<file path="config.mk">
export PLATFORM = sky130hd
export DESIGN_NAME = apb_requester
export DESIGN_NICKNAME = d
export VERILOG_FILES = /design/src/rtl/apb_requester.sv
export SDC_FILE = /design/constraint.sdc
export NUM_CORES = 1
export LEC_CHECK = 0
export ABC_AREA = 1
export BUFFER_PORTS_ARGS = -buffer_cell sky130_fd_sc_hd__buf_2
export CAP_MARGIN = 20
export CORE_UTILIZATION = 50
export CTS_CLUSTER_SIZE = 30
export DETAILED_ROUTE_END_ITERATION = 10
export PLACE_DENSITY = 0.8
export SLEW_MARGIN = 20
export SYNTH_ARGS = -nofsm -noshare
export SYNTH_HDL_FRONTEND = slang
export SYNTH_SLANG_ARGS = --single-unit
</file>
<file path="constraint.sdc">
create_clock -name PCLK -period 3.9 [get_ports PCLK]
set_input_delay 0.78 -clock PCLK [delete_from_list [all_inputs] [get_ports PCLK]]
set_output_delay 0.78 -clock PCLK [all_outputs]
set_load 0.01 [all_outputs]
</file>
<file path="src/rtl/apb_requester.sv">
// apb_requester: single-transfer APB requester driven by a valid/ready command stream
//   Parameters: ADDR_W address width, DATA_W data width (multiple of 8),
//               TIMEOUT max ACCESS cycles per transfer (0 = never time out)
//   Clock/reset: PCLK (rising edge), PRESETn (asynchronous, active low)
//   Command:     cmd_valid/cmd_ready handshake, cmd_write, cmd_addr, cmd_wdata, cmd_strb
//   Response:    rsp_valid/rsp_ready handshake, rsp_rdata, rsp_error, rsp_timeout
//   APB:         PSEL, PENABLE, PWRITE, PADDR, PWDATA, PSTRB out; PRDATA, PREADY, PERROR in
module apb_requester #(
    parameter int ADDR_W  = 32,
    parameter int DATA_W  = 32,
    parameter int TIMEOUT = 16
) (
    input  logic                PCLK,
    input  logic                PRESETn,
    input  logic                cmd_valid,
    output logic                cmd_ready,
    input  logic                cmd_write,
    input  logic [ADDR_W-1:0]   cmd_addr,
    input  logic [DATA_W-1:0]   cmd_wdata,
    input  logic [DATA_W/8-1:0] cmd_strb,
    output logic                rsp_valid,
    input  logic                rsp_ready,
    output logic [DATA_W-1:0]   rsp_rdata,
    output logic                rsp_error,
    output logic                rsp_timeout,
    output logic                PSEL,
    output logic                PENABLE,
    output logic                PWRITE,
    output logic [ADDR_W-1:0]   PADDR,
    output logic [DATA_W-1:0]   PWDATA,
    output logic [DATA_W/8-1:0] PSTRB,
    input  logic [DATA_W-1:0]   PRDATA,
    input  logic                PREADY,
    input  logic                PERROR
);
    typedef enum logic [1:0] {IDLE, SETUP, ACCESS, RESP} state_t;
    // Counter value on the last permitted ACCESS cycle; unused when TIMEOUT is 0
    localparam logic [15:0] LAST = 16'(TIMEOUT == 0 ? 0 : TIMEOUT - 1);
    state_t      state;
    logic [15:0] cnt;
    assign cmd_ready = (state == IDLE);
    always_ff @(posedge PCLK or negedge PRESETn) begin
        if (!PRESETn) begin
            state       <= IDLE;
            cnt         <= '0;
            PSEL        <= 1'b0;
            PENABLE     <= 1'b0;
            PWRITE      <= 1'b0;
            PADDR       <= '0;
            PWDATA      <= '0;
            PSTRB       <= '0;
            rsp_valid   <= 1'b0;
            rsp_rdata   <= '0;
            rsp_error   <= 1'b0;
            rsp_timeout <= 1'b0;
        end else begin
            case (state)
                IDLE: if (cmd_valid) begin
                    PWRITE  <= cmd_write;
                    PADDR   <= cmd_addr;
                    PWDATA  <= cmd_write ? cmd_wdata : '0;
                    PSTRB   <= cmd_write ? cmd_strb : '0;
                    PSEL    <= 1'b1;
                    PENABLE <= 1'b0;
                    state   <= SETUP;
                end
                SETUP: begin
                    PENABLE <= 1'b1;
                    cnt     <= '0;
                    state   <= ACCESS;
                end
                ACCESS: begin
                    // PREADY wins over the timeout on the final allowed cycle
                    if (PREADY) begin
                        rsp_rdata   <= PWRITE ? '0 : PRDATA;
                        rsp_error   <= PERROR;
                        rsp_timeout <= 1'b0;
                        PSEL        <= 1'b0;
                        PENABLE     <= 1'b0;
                        rsp_valid   <= 1'b1;
                        state       <= RESP;
                    end else if (TIMEOUT != 0 && cnt == LAST) begin
                        rsp_rdata   <= '0;
                        rsp_error   <= 1'b1;
                        rsp_timeout <= 1'b1;
                        PSEL        <= 1'b0;
                        PENABLE     <= 1'b0;
                        rsp_valid   <= 1'b1;
                        state       <= RESP;
                    end else begin
                        cnt <= cnt + 16'd1;
                    end
                end
                RESP: if (rsp_ready) begin
                    rsp_valid <= 1'b0;
                    state     <= IDLE;
                end
                default: state <= IDLE;
            endcase
        end
    end
endmodule

</file>
[After elaboration in Yosys (flattened, before gate mapping)]
Index checks and enable logic that the tools add are counted.
Storage, ports and cells
  flip-flop bits (word level): 124
  word-level logic and storage cells: 60
  output and inout port bits: 107
  input bits: 107
Operators by class
  equal/unequal tests: 9
  add/sub/neg operators: 1
  mux-type cells: 25
  reductions and logical operators: 13
Operators by type and width (number)
  $mux 32: 4
  $mux 16: 2
  $pmux 16 s2: 1
  $add 16x1->16 const B: 1
  $eq 16x4->1 const B: 1
  $reduce_and 3->1: 5
  $mux 1: 9
  $mux 2: 4
  $ne 2x2->1 const B: 4
  $pmux 2 s4: 1
  $reduce_bool 2->1: 4
  $eq 2x2->1 const B: 2
  $mux 4: 1
  $pmux 1 s2: 2
  $reduce_and 2->1: 2
  $ne 3x3->1 const B: 1
  $pmux 1 s3: 1
  $reduce_bool 3->1: 1
  $eq 2x1->1 const B: 1
  $logic_not 2->1: 1

[Longest topological paths before layout]
Gate-level depths: netlist of the first run.
  depth after elaboration: 4
  gate-level depth with buffers: 10
  depth with buffers taken out: 10

[Least setup slack after synthesis of the first run]
Ideal clock, no wire load.
  path kind: input to register
  start point: input port cmd_valid
  end point: register PWDATA[14]
  slack: 2.323 ns
  required time: 3.817 ns
  cell stages on the path: 5
  data arrival time: 1.494 ns
  setup time: 0.083 ns
  path buffers: 2
  cells stage by stage: nand2_1 -> buf_2 -> clkbuf_1 -> nand2_1 -> o21ai_0
Between the ends
  cells in the longest elaborated chain, start to end: 1
RTL lines
  start: declaration: RTL line 15  | input logic cmd_valid,
  $reduce_and 2->1 (no line)
  end signal: assignment: RTL line 61  | PWDATA <= cmd_write ? cmd_wdata : '0;
  end: declaration: RTL line 30  | output logic [DATA_W-1:0] PWDATA,
No other way between the ends.
A chain may end at the register's enable or synchronous reset.

[Final worst setup path of the first run]
  start point: register state[0]
  end point: output port cmd_ready
Between the ends
  cells in the longest elaborated chain, start to end: 1
RTL lines
  start: declaration: RTL line 39  | state_t state;
  start signal: assignment: RTL line 44  | state <= IDLE;
  start signal: assignment: RTL line 65  | state <= SETUP;
  start signal: assignment: RTL line 70  | state <= ACCESS;
  $logic_not 2->1: RTL line 41  | assign cmd_ready = (state == IDLE);
  end: declaration: RTL line 16  | output logic cmd_ready,
No other way between the ends.

==> reports/qor.txt, run 1 <==
Worst R2R End -> PSEL$_DFFE_PN0P_
Layout cells sized above 1 -> 31.51%
Critical path fanouts, max -> 4
Port bufs -> 213
Worst-Skew Late Latency -> 0.52 ns
Pin count of the biggest net entering global routing -> 106
Routed vias/inst -> 5.035
Final routed DRC violation total -> 0
Post-synth ARST share -> 100.0%
Clk Tree Root Cell -> clkbuf_8
Wire length on met3 -> 1.055 mm
PwrDens -> 754.6 mW/mm2
Drt first pass iters -> 5
Max_cap viols -> 0
Hold WC Path Type -> input port to async pin
Synth-to-Final Area Change -> 30.88%
CTS tree -> done
Leak -> 3.978 nW
Setup slack, reg-to-reg -> 1.73 ns
Critical path class -> flip-flop to output port
Clk_skew -> 0.02262 ns
Area contributors post-synth -> dfrtp_1 57%, nand2_1 21%, nand3_1 5.1%
Drt wl/cell -> 13.96 um
Total CTS buffers -> 17
Final nets -> 957
Initial antenna violation count -> 0
# fillers -> 836
Core ar. -> 0.01042 mm2
Seq/Total Area, Yosys -> 57.49%
Status -> complete, no violations
Non-filler instance count after layout -> 993
Critical Path Max Stage Delay -> 0.42 ns
Req. time, crit path -> 3.12 ns
Row cnt -> 37
Post-synth EDFFs -> 0
Setup bufs post-CTS -> 0
Clock transition at path regs -> 0.07 ns
Clock sinks -> 124
Final core occ -> 67.82%
Hold Vio Cnt, Final -> 0
Syn avg cell area -> 8.434 um2
Syn nets -> 753
Peak VDD IR -> 0.4566 mV
Placer Congestion -> 0.8521
GR Util All Layers -> 25.43%
Post-cts hold buffer count -> 0
Antenna viol nets, final -> 0
Seq cells post-synth -> 124
Synthesized area -> 0.005398 mm2
Remaining Overflow, GRT -> 0
H-tree depth -> 4
Placed insts -> 961
Vias in the first global route -> 4817
Die H -> 105.9 um
Worst-Margin Slew -> 0.8865 ns
Count leader, synth -> nand2_1
Mapped Cells -> 640
Crit. End Element -> output port
Synth cell types -> 28
WL final -> 13.87 mm
Post-synth top cells -> 298 x nand2_1, 124 x dfrtp_1, 55 x nand3_1
Reg2Reg Depth -> 6
Post-DP HPWL -> 9.586 mm
Period Utilization, post-route -> 57.42%
Max layer used -> met4
Clock Path Buffers -> 2
RSZ-0062 raised after global routing -> false
Post-synth top area share -> 57.49%
Synth Flop Type -> dfrtp_1
WL met2 -> 6.947 mm
Die Wd -> 105.9 um
Power Total -> 5.331 mW
Worst Setup Start Kind -> flip-flop
Die ar. -> 0.01121 mm2
Worst r2r src -> cnt[0]$_DFFE_PN0P_
Worst EP arrival -> 1.46 ns
I/O pin cnt -> 214
Metal-1 WL -> 5.684 mm
N_diodes -> 0
Max_slew headroom -> 40.53%
DRT iter0 DRCs -> 329
CTS resizes -> 0
Slowest library cell on the worst path -> dfrtp_1
Cell taking the most area after synthesis -> dfrtp_1
Slew Limit Fails -> 0
Warnings from Yosys -> 0
Setup violators final -> 0
Max Clk Rate -> 446.6 MHz
Final worst path period need -> 2.239 ns
Via count -> 5000
Initial Utilization -> 51.82%
Worst path cell trace -> inv_1 -> ha_1 -> buf_2
First-pass GRT wire length -> 22.47 mm
Setup TNS -> 0 ns
-- logic make-up after synthesis --
family,Yosys count,synth area share [%]
AOI/OAI and AO/OA,50,4.729
xor gates and xnor gates,4,0.6492
adders and majority gates,6,1.391
buffers and inverters,52,4.404
DFF,124,57.49
and+or+nand+nor,404,31.34
-- layout make-up --
cell class                 count  area (um2)  area share (%)
timing repair buffer         217        1099           15.55
sequential                   124        3103           43.92
inverter                      20       75.07           1.063
multi-input combinational    464        2069           29.29
clock buffer                  18       427.9           6.057
tap                          136       170.2           2.409
clock inverter                14       120.1           1.700
-- critical path, delay by kind of cell (launching register included) --
family | cells | cell delay (ns)
fa+ha+maj | 1 | 0.24
buf+inv | 2 | 0.30
flops | 1 | 0.42
-- placed cells by master (no fill, tap or decap), types with 4 or more instances in the layout --
master     synthesis  final
buf_4              3      5
nand4_1            9      9
or2_2              4      4
dfrtp_1          124    124
inv_6              0      8
clkbuf_16          0     16
nor2_2             6      5
buf_2              7    212
inv_1             17     17
nand2_1          298    297
nor2_1            22     22
ha_1               6      6
nand3_1           55     55
o21ai_1            5      5
o21ai_0           40     40
-- layer usage --
metal,global-route usage (%),vias to the layer above
met3,7.541,19
met2,42.39,203
met4,8.333,0
li1,-,2432
met1,31.81,2346
met5,0,-
-- how the worst max path moves through the flow --
stage | from | cells after the start | end | slack [ns]
2_1_floorplan | cmd_valid | 5 | PWDATA[14]$_DFFE_PN0P_ | 2.32
3_3_place_gp | PREADY | 6 | rsp_rdata[11]$_DFFE_PN0P_ | 1.52
3_5_place_dp | PREADY | 6 | rsp_rdata[26]$_DFFE_PN0P_ | 1.44
4_1_cts | state[0]$_DFFE_PN0P_ | 7 | rsp_rdata[9]$_DFFE_PN0P_ | 1.42
5_1_grt | cnt[0]$_DFFE_PN0P_ | 6 | PSEL$_DFFE_PN0P_ | 1.55
6_report | state[0]$_DFFE_PN0P_ | 3 | cmd_ready | 1.66
-- state kept, by name, summed over array words and instances, names as in the netlist, 2 cells and up --
signal / cells
state: 2
rsp_rdata: 32
cnt: 16
PADDR: 32
PSTRB: 4
PWDATA: 32
-- per-stage QoR --
step                      hold slack (ns)  worst slack, ns  cell area, um2
after detailed placement           0.4603            1.438            6511
final                              0.3002            1.661            7064
after global placement             0.4513            1.515            6511
after global routing               0.3612            1.548            7064
after floorplan                    0.4844            2.323            5398
after CTS                          0.3327            1.422            7059
-- where the power goes --
part | switching, mW | internal, mW
combinational | 1.11 | 0.688
sequential | 0.299 | 1.79
clock | 0.625 | 0.819
total | 2.03 | 3.30
(Power assumes the default switching activity.)
==> run 2, diff against run 1 <==
--- a/config.mk
+++ b/config.mk
@@ -8,10 +8,10 @@
 export ABC_AREA = 1
 export BUFFER_PORTS_ARGS = -buffer_cell sky130_fd_sc_hd__buf_2
 export CAP_MARGIN = 20
-export CORE_UTILIZATION = 50
+export CORE_UTILIZATION = 44
 export CTS_CLUSTER_SIZE = 30
 export DETAILED_ROUTE_END_ITERATION = 10
-export PLACE_DENSITY = 0.8
+export PLACE_DENSITY = 0.74
 export SLEW_MARGIN = 20
 export SYNTH_ARGS = -nofsm -noshare
 export SYNTH_HDL_FRONTEND = slang
==> constraint.sdc (replaced) <==
create_clock -name PCLK -period 2 [get_ports PCLK]
set_input_delay 0.4 -clock PCLK [delete_from_list [all_inputs] [get_ports PCLK]]
set_output_delay 0.4 -clock PCLK [all_outputs]
set_load 0.01 [all_outputs]
==> run 2 against run 1 <==
Non-clock buffer count up 8. Total power increased by 110%. Clock power rose by 140%. Setup slack worse by 1.5 ns. Largest power group unchanged. Combinational power rose by 97%. Critical path type is now flip-flop to flip-flop. Critical endpoint is now cnt[8]$_DFFE_PN0P_.
==> reports/qor.txt, run 2 (synthesis gave the netlist of run 1 again) <==
Worst-Skew Late Latency -> 0.40 ns (-0.12 ns)
Clk_skew -> 0.007196 ns (-0.01543 ns)
Die ar. -> 0.01271 mm2 (+13%)
Clock sinks -> 124 (unchanged)
Initial antenna violation count -> 0 (unchanged)
Drt wl/cell -> 13.44 um (-3.7%)
Worst-Margin Slew -> 0.6394 ns (-0.2471 ns)
Peak VDD IR -> 0.6680 mV (+46%)
PwrDens -> 1519 mW/mm2 (+100%)
Max Clk Rate -> 546.8 MHz
Antenna viol nets, final -> 0 (unchanged)
Final nets -> 965 (+0.84%)
Setup violators final -> 0 (unchanged)
CTS resizes -> 0 (unchanged)
Hold Vio Cnt, Final -> 0 (unchanged)
Final routed DRC violation total -> 0 (unchanged)
Via count -> 4865 (-2.7%)
Leak -> 4.086 nW (+2.7%)
H-tree depth -> 4 (unchanged)
Status -> complete, no violations
DRT iter0 DRCs -> 217 (-34%)
FF/Latch Area -> 0.003103 mm2 (unchanged)
GR Util All Layers -> 22.46% (-3.0 points)
Most frequent cells in the layout -> 297 x nand2_1, 212 x buf_2, 124 x dfrtp_1
I/O pin cnt -> 214 (unchanged)
Die H -> 112.8 um (+6.5%)
Crit. End Element -> flip-flop
Worst Setup Start Kind -> flip-flop
Routed vias/inst -> 4.807 (-4.5%)
Total CTS buffers -> 17 (unchanged)
Setup TNS -> 0 ns (unchanged)
Req. time, crit path -> 2.28 ns (-0.84 ns)
Max_cap viols -> 0 (unchanged)
Synth-to-Final Area Change -> 35.40%
Clk Tree Root Cell -> clkbuf_16
Die Wd -> 112.8 um (+6.5%)
Hold WC Path Type -> input port to flip-flop
Row cnt -> 40 (+8.1%)
Setup WS pre-CTS -> 0.1975 ns (-1.240 ns)
Multi-input gate area -> 0.002064 mm2 (-0.24%)
Slew Limit Fails -> 0 (unchanged)
Pin count of the biggest net entering global routing -> 105 (-0.94%)
Initial Utilization -> 45.13% (-6.7 points)
Leading cell type in the layout, fill and taps excluded -> nand2_1
Setup ws final -> 0.1712 ns (-1.490 ns)
Layout cells sized above 1 -> 31.79% (+0.29 points)
Power Total -> 11.10 mW (+110%)
Post-DP HPWL -> 9.517 mm (-0.72%)
Worst EP arrival -> 2.10 ns (+0.64 ns)
Period Utilization, post-route -> 91.44%
Clock Path Buffers -> 2 (unchanged)
Drt first pass iters -> 4 (-1)
N_diodes -> 0 (unchanged)
RSZ-0062 raised after global routing -> false
Port bufs -> 213 (unchanged)
Final core occ -> 61.10% (-6.7 points)
Setup bufs post-CTS -> 0 (unchanged)
Critical path class -> flip-flop to flip-flop
Vias in the first global route -> 4770 (-0.98%)
Remaining Overflow, GRT -> 0 (unchanged)
Top flop regs -> PADDR (32), PWDATA (32), rsp_rdata (32)
First-pass GRT wire length -> 22.55 mm (+0.34%)
# fillers -> 1056 (+26%)
CTS tree -> done
Clock transition at path regs -> 0.05 ns (-0.02 ns)
Core ar. -> 0.01196 mm2 (+15%)
Max_slew headroom -> 57.38% (+17 points)
WL final -> 13.60 mm (-1.9%)
Placer Congestion -> 0.8646 (+1.5%)
Critical path fanouts, max -> 14 (+10)
Final worst path period need -> 1.829 ns
## run 2: changes by cell type in the layout (fill, tap and decap cells not counted), moves of 2 or more
cell	previous run	this run
buf_12	0	3
buf_4	5	9
bufinv_16	0	6
clkbuf_1	0	2
clkinv_4	3	0
inv_6	8	1
## run 2: path summary, 6_finish.rpt
check | slack, ns | startpoint | to | cells after the start
setup / recovery | 0.17 | state[0]$_DFFE_PN0P_ | cnt[8]$_DFFE_PN0P_ | 7
hold / removal | 0.19 | cmd_addr[5] | PADDR[5]$_DFFE_PN0P_ | 3
setup reg to reg | 0.17 | state[0]$_DFFE_PN0P_ | cnt[8]$_DFFE_PN0P_ | 7
hold reg to reg | 0.47 | PWDATA[26]$_DFFE_PN0P_ | PWDATA[26]$_DFFE_PN0P_ | 2
max in group asynchronous | 0.82 | PRESETn | PADDR[8]$_DFFE_PN0P_ | 3
min in group asynchronous | 0.49 | PRESETn | PENABLE$_DFFE_PN0P_ | 2
## run 2: cell type report
type / count / area share (%)
clock buffers: 22 / 6.489
clock inverters: 10 / 2.859
inverters: 20 / 1.027
multi-input cells: 464 / 28.25
flip-flops and latches: 124 / 42.46
well taps: 147 / 2.517
repair buffers: 225 / 16.40
## run 2: power by group
group	internal, mW	total, mW	switching, mW
Combinational	1.40	3.53	2.13
Clock	2.44	3.52	1.08
Sequential	3.50	4.05	0.551
Total	7.34	11.1	3.76
## run 2: repair_timing
item,4_1_cts,5_1_grt
setup endpoints to repair,0,0
hold buffers,1,0
endpoints found under the hold margin,30,0
## run 2: metrics by stage
stage,instance area (um2),cells,hold WS [ns]
5_1_grt,7308,1012,0.1742
6_report,7308,1012,0.1881
3_3_place_gp,6615,979,0.3769
2_1_floorplan,5398,640,0.1044
3_5_place_dp,6615,979,0.3818
4_1_cts,7308,1012,0.1656
## run 2: worst max-delay path, stage by stage (launching register included)
cell     delay, ns
dfrtp_1       0.40
inv_1         0.13
ha_1          0.30
inv_2         0.11
nand2_1       0.40
nand2_2       0.17
nand2_1       0.09
o21ai_0       0.08
## run 2: routing by layer
metal / up-vias / wire length, um / global-route usage (%) / part of all wire [%]
li1: 2449 / - / - / -
met1: 2235 / 5993 / 27.61 / 44
met2: 170 / 6452 / 36.58 / 47
met3: 11 / 1039 / 7.981 / 7.6
met4: 0 / 120 / 8.178 / 0.88
met5: - / 0 / 0 / 0
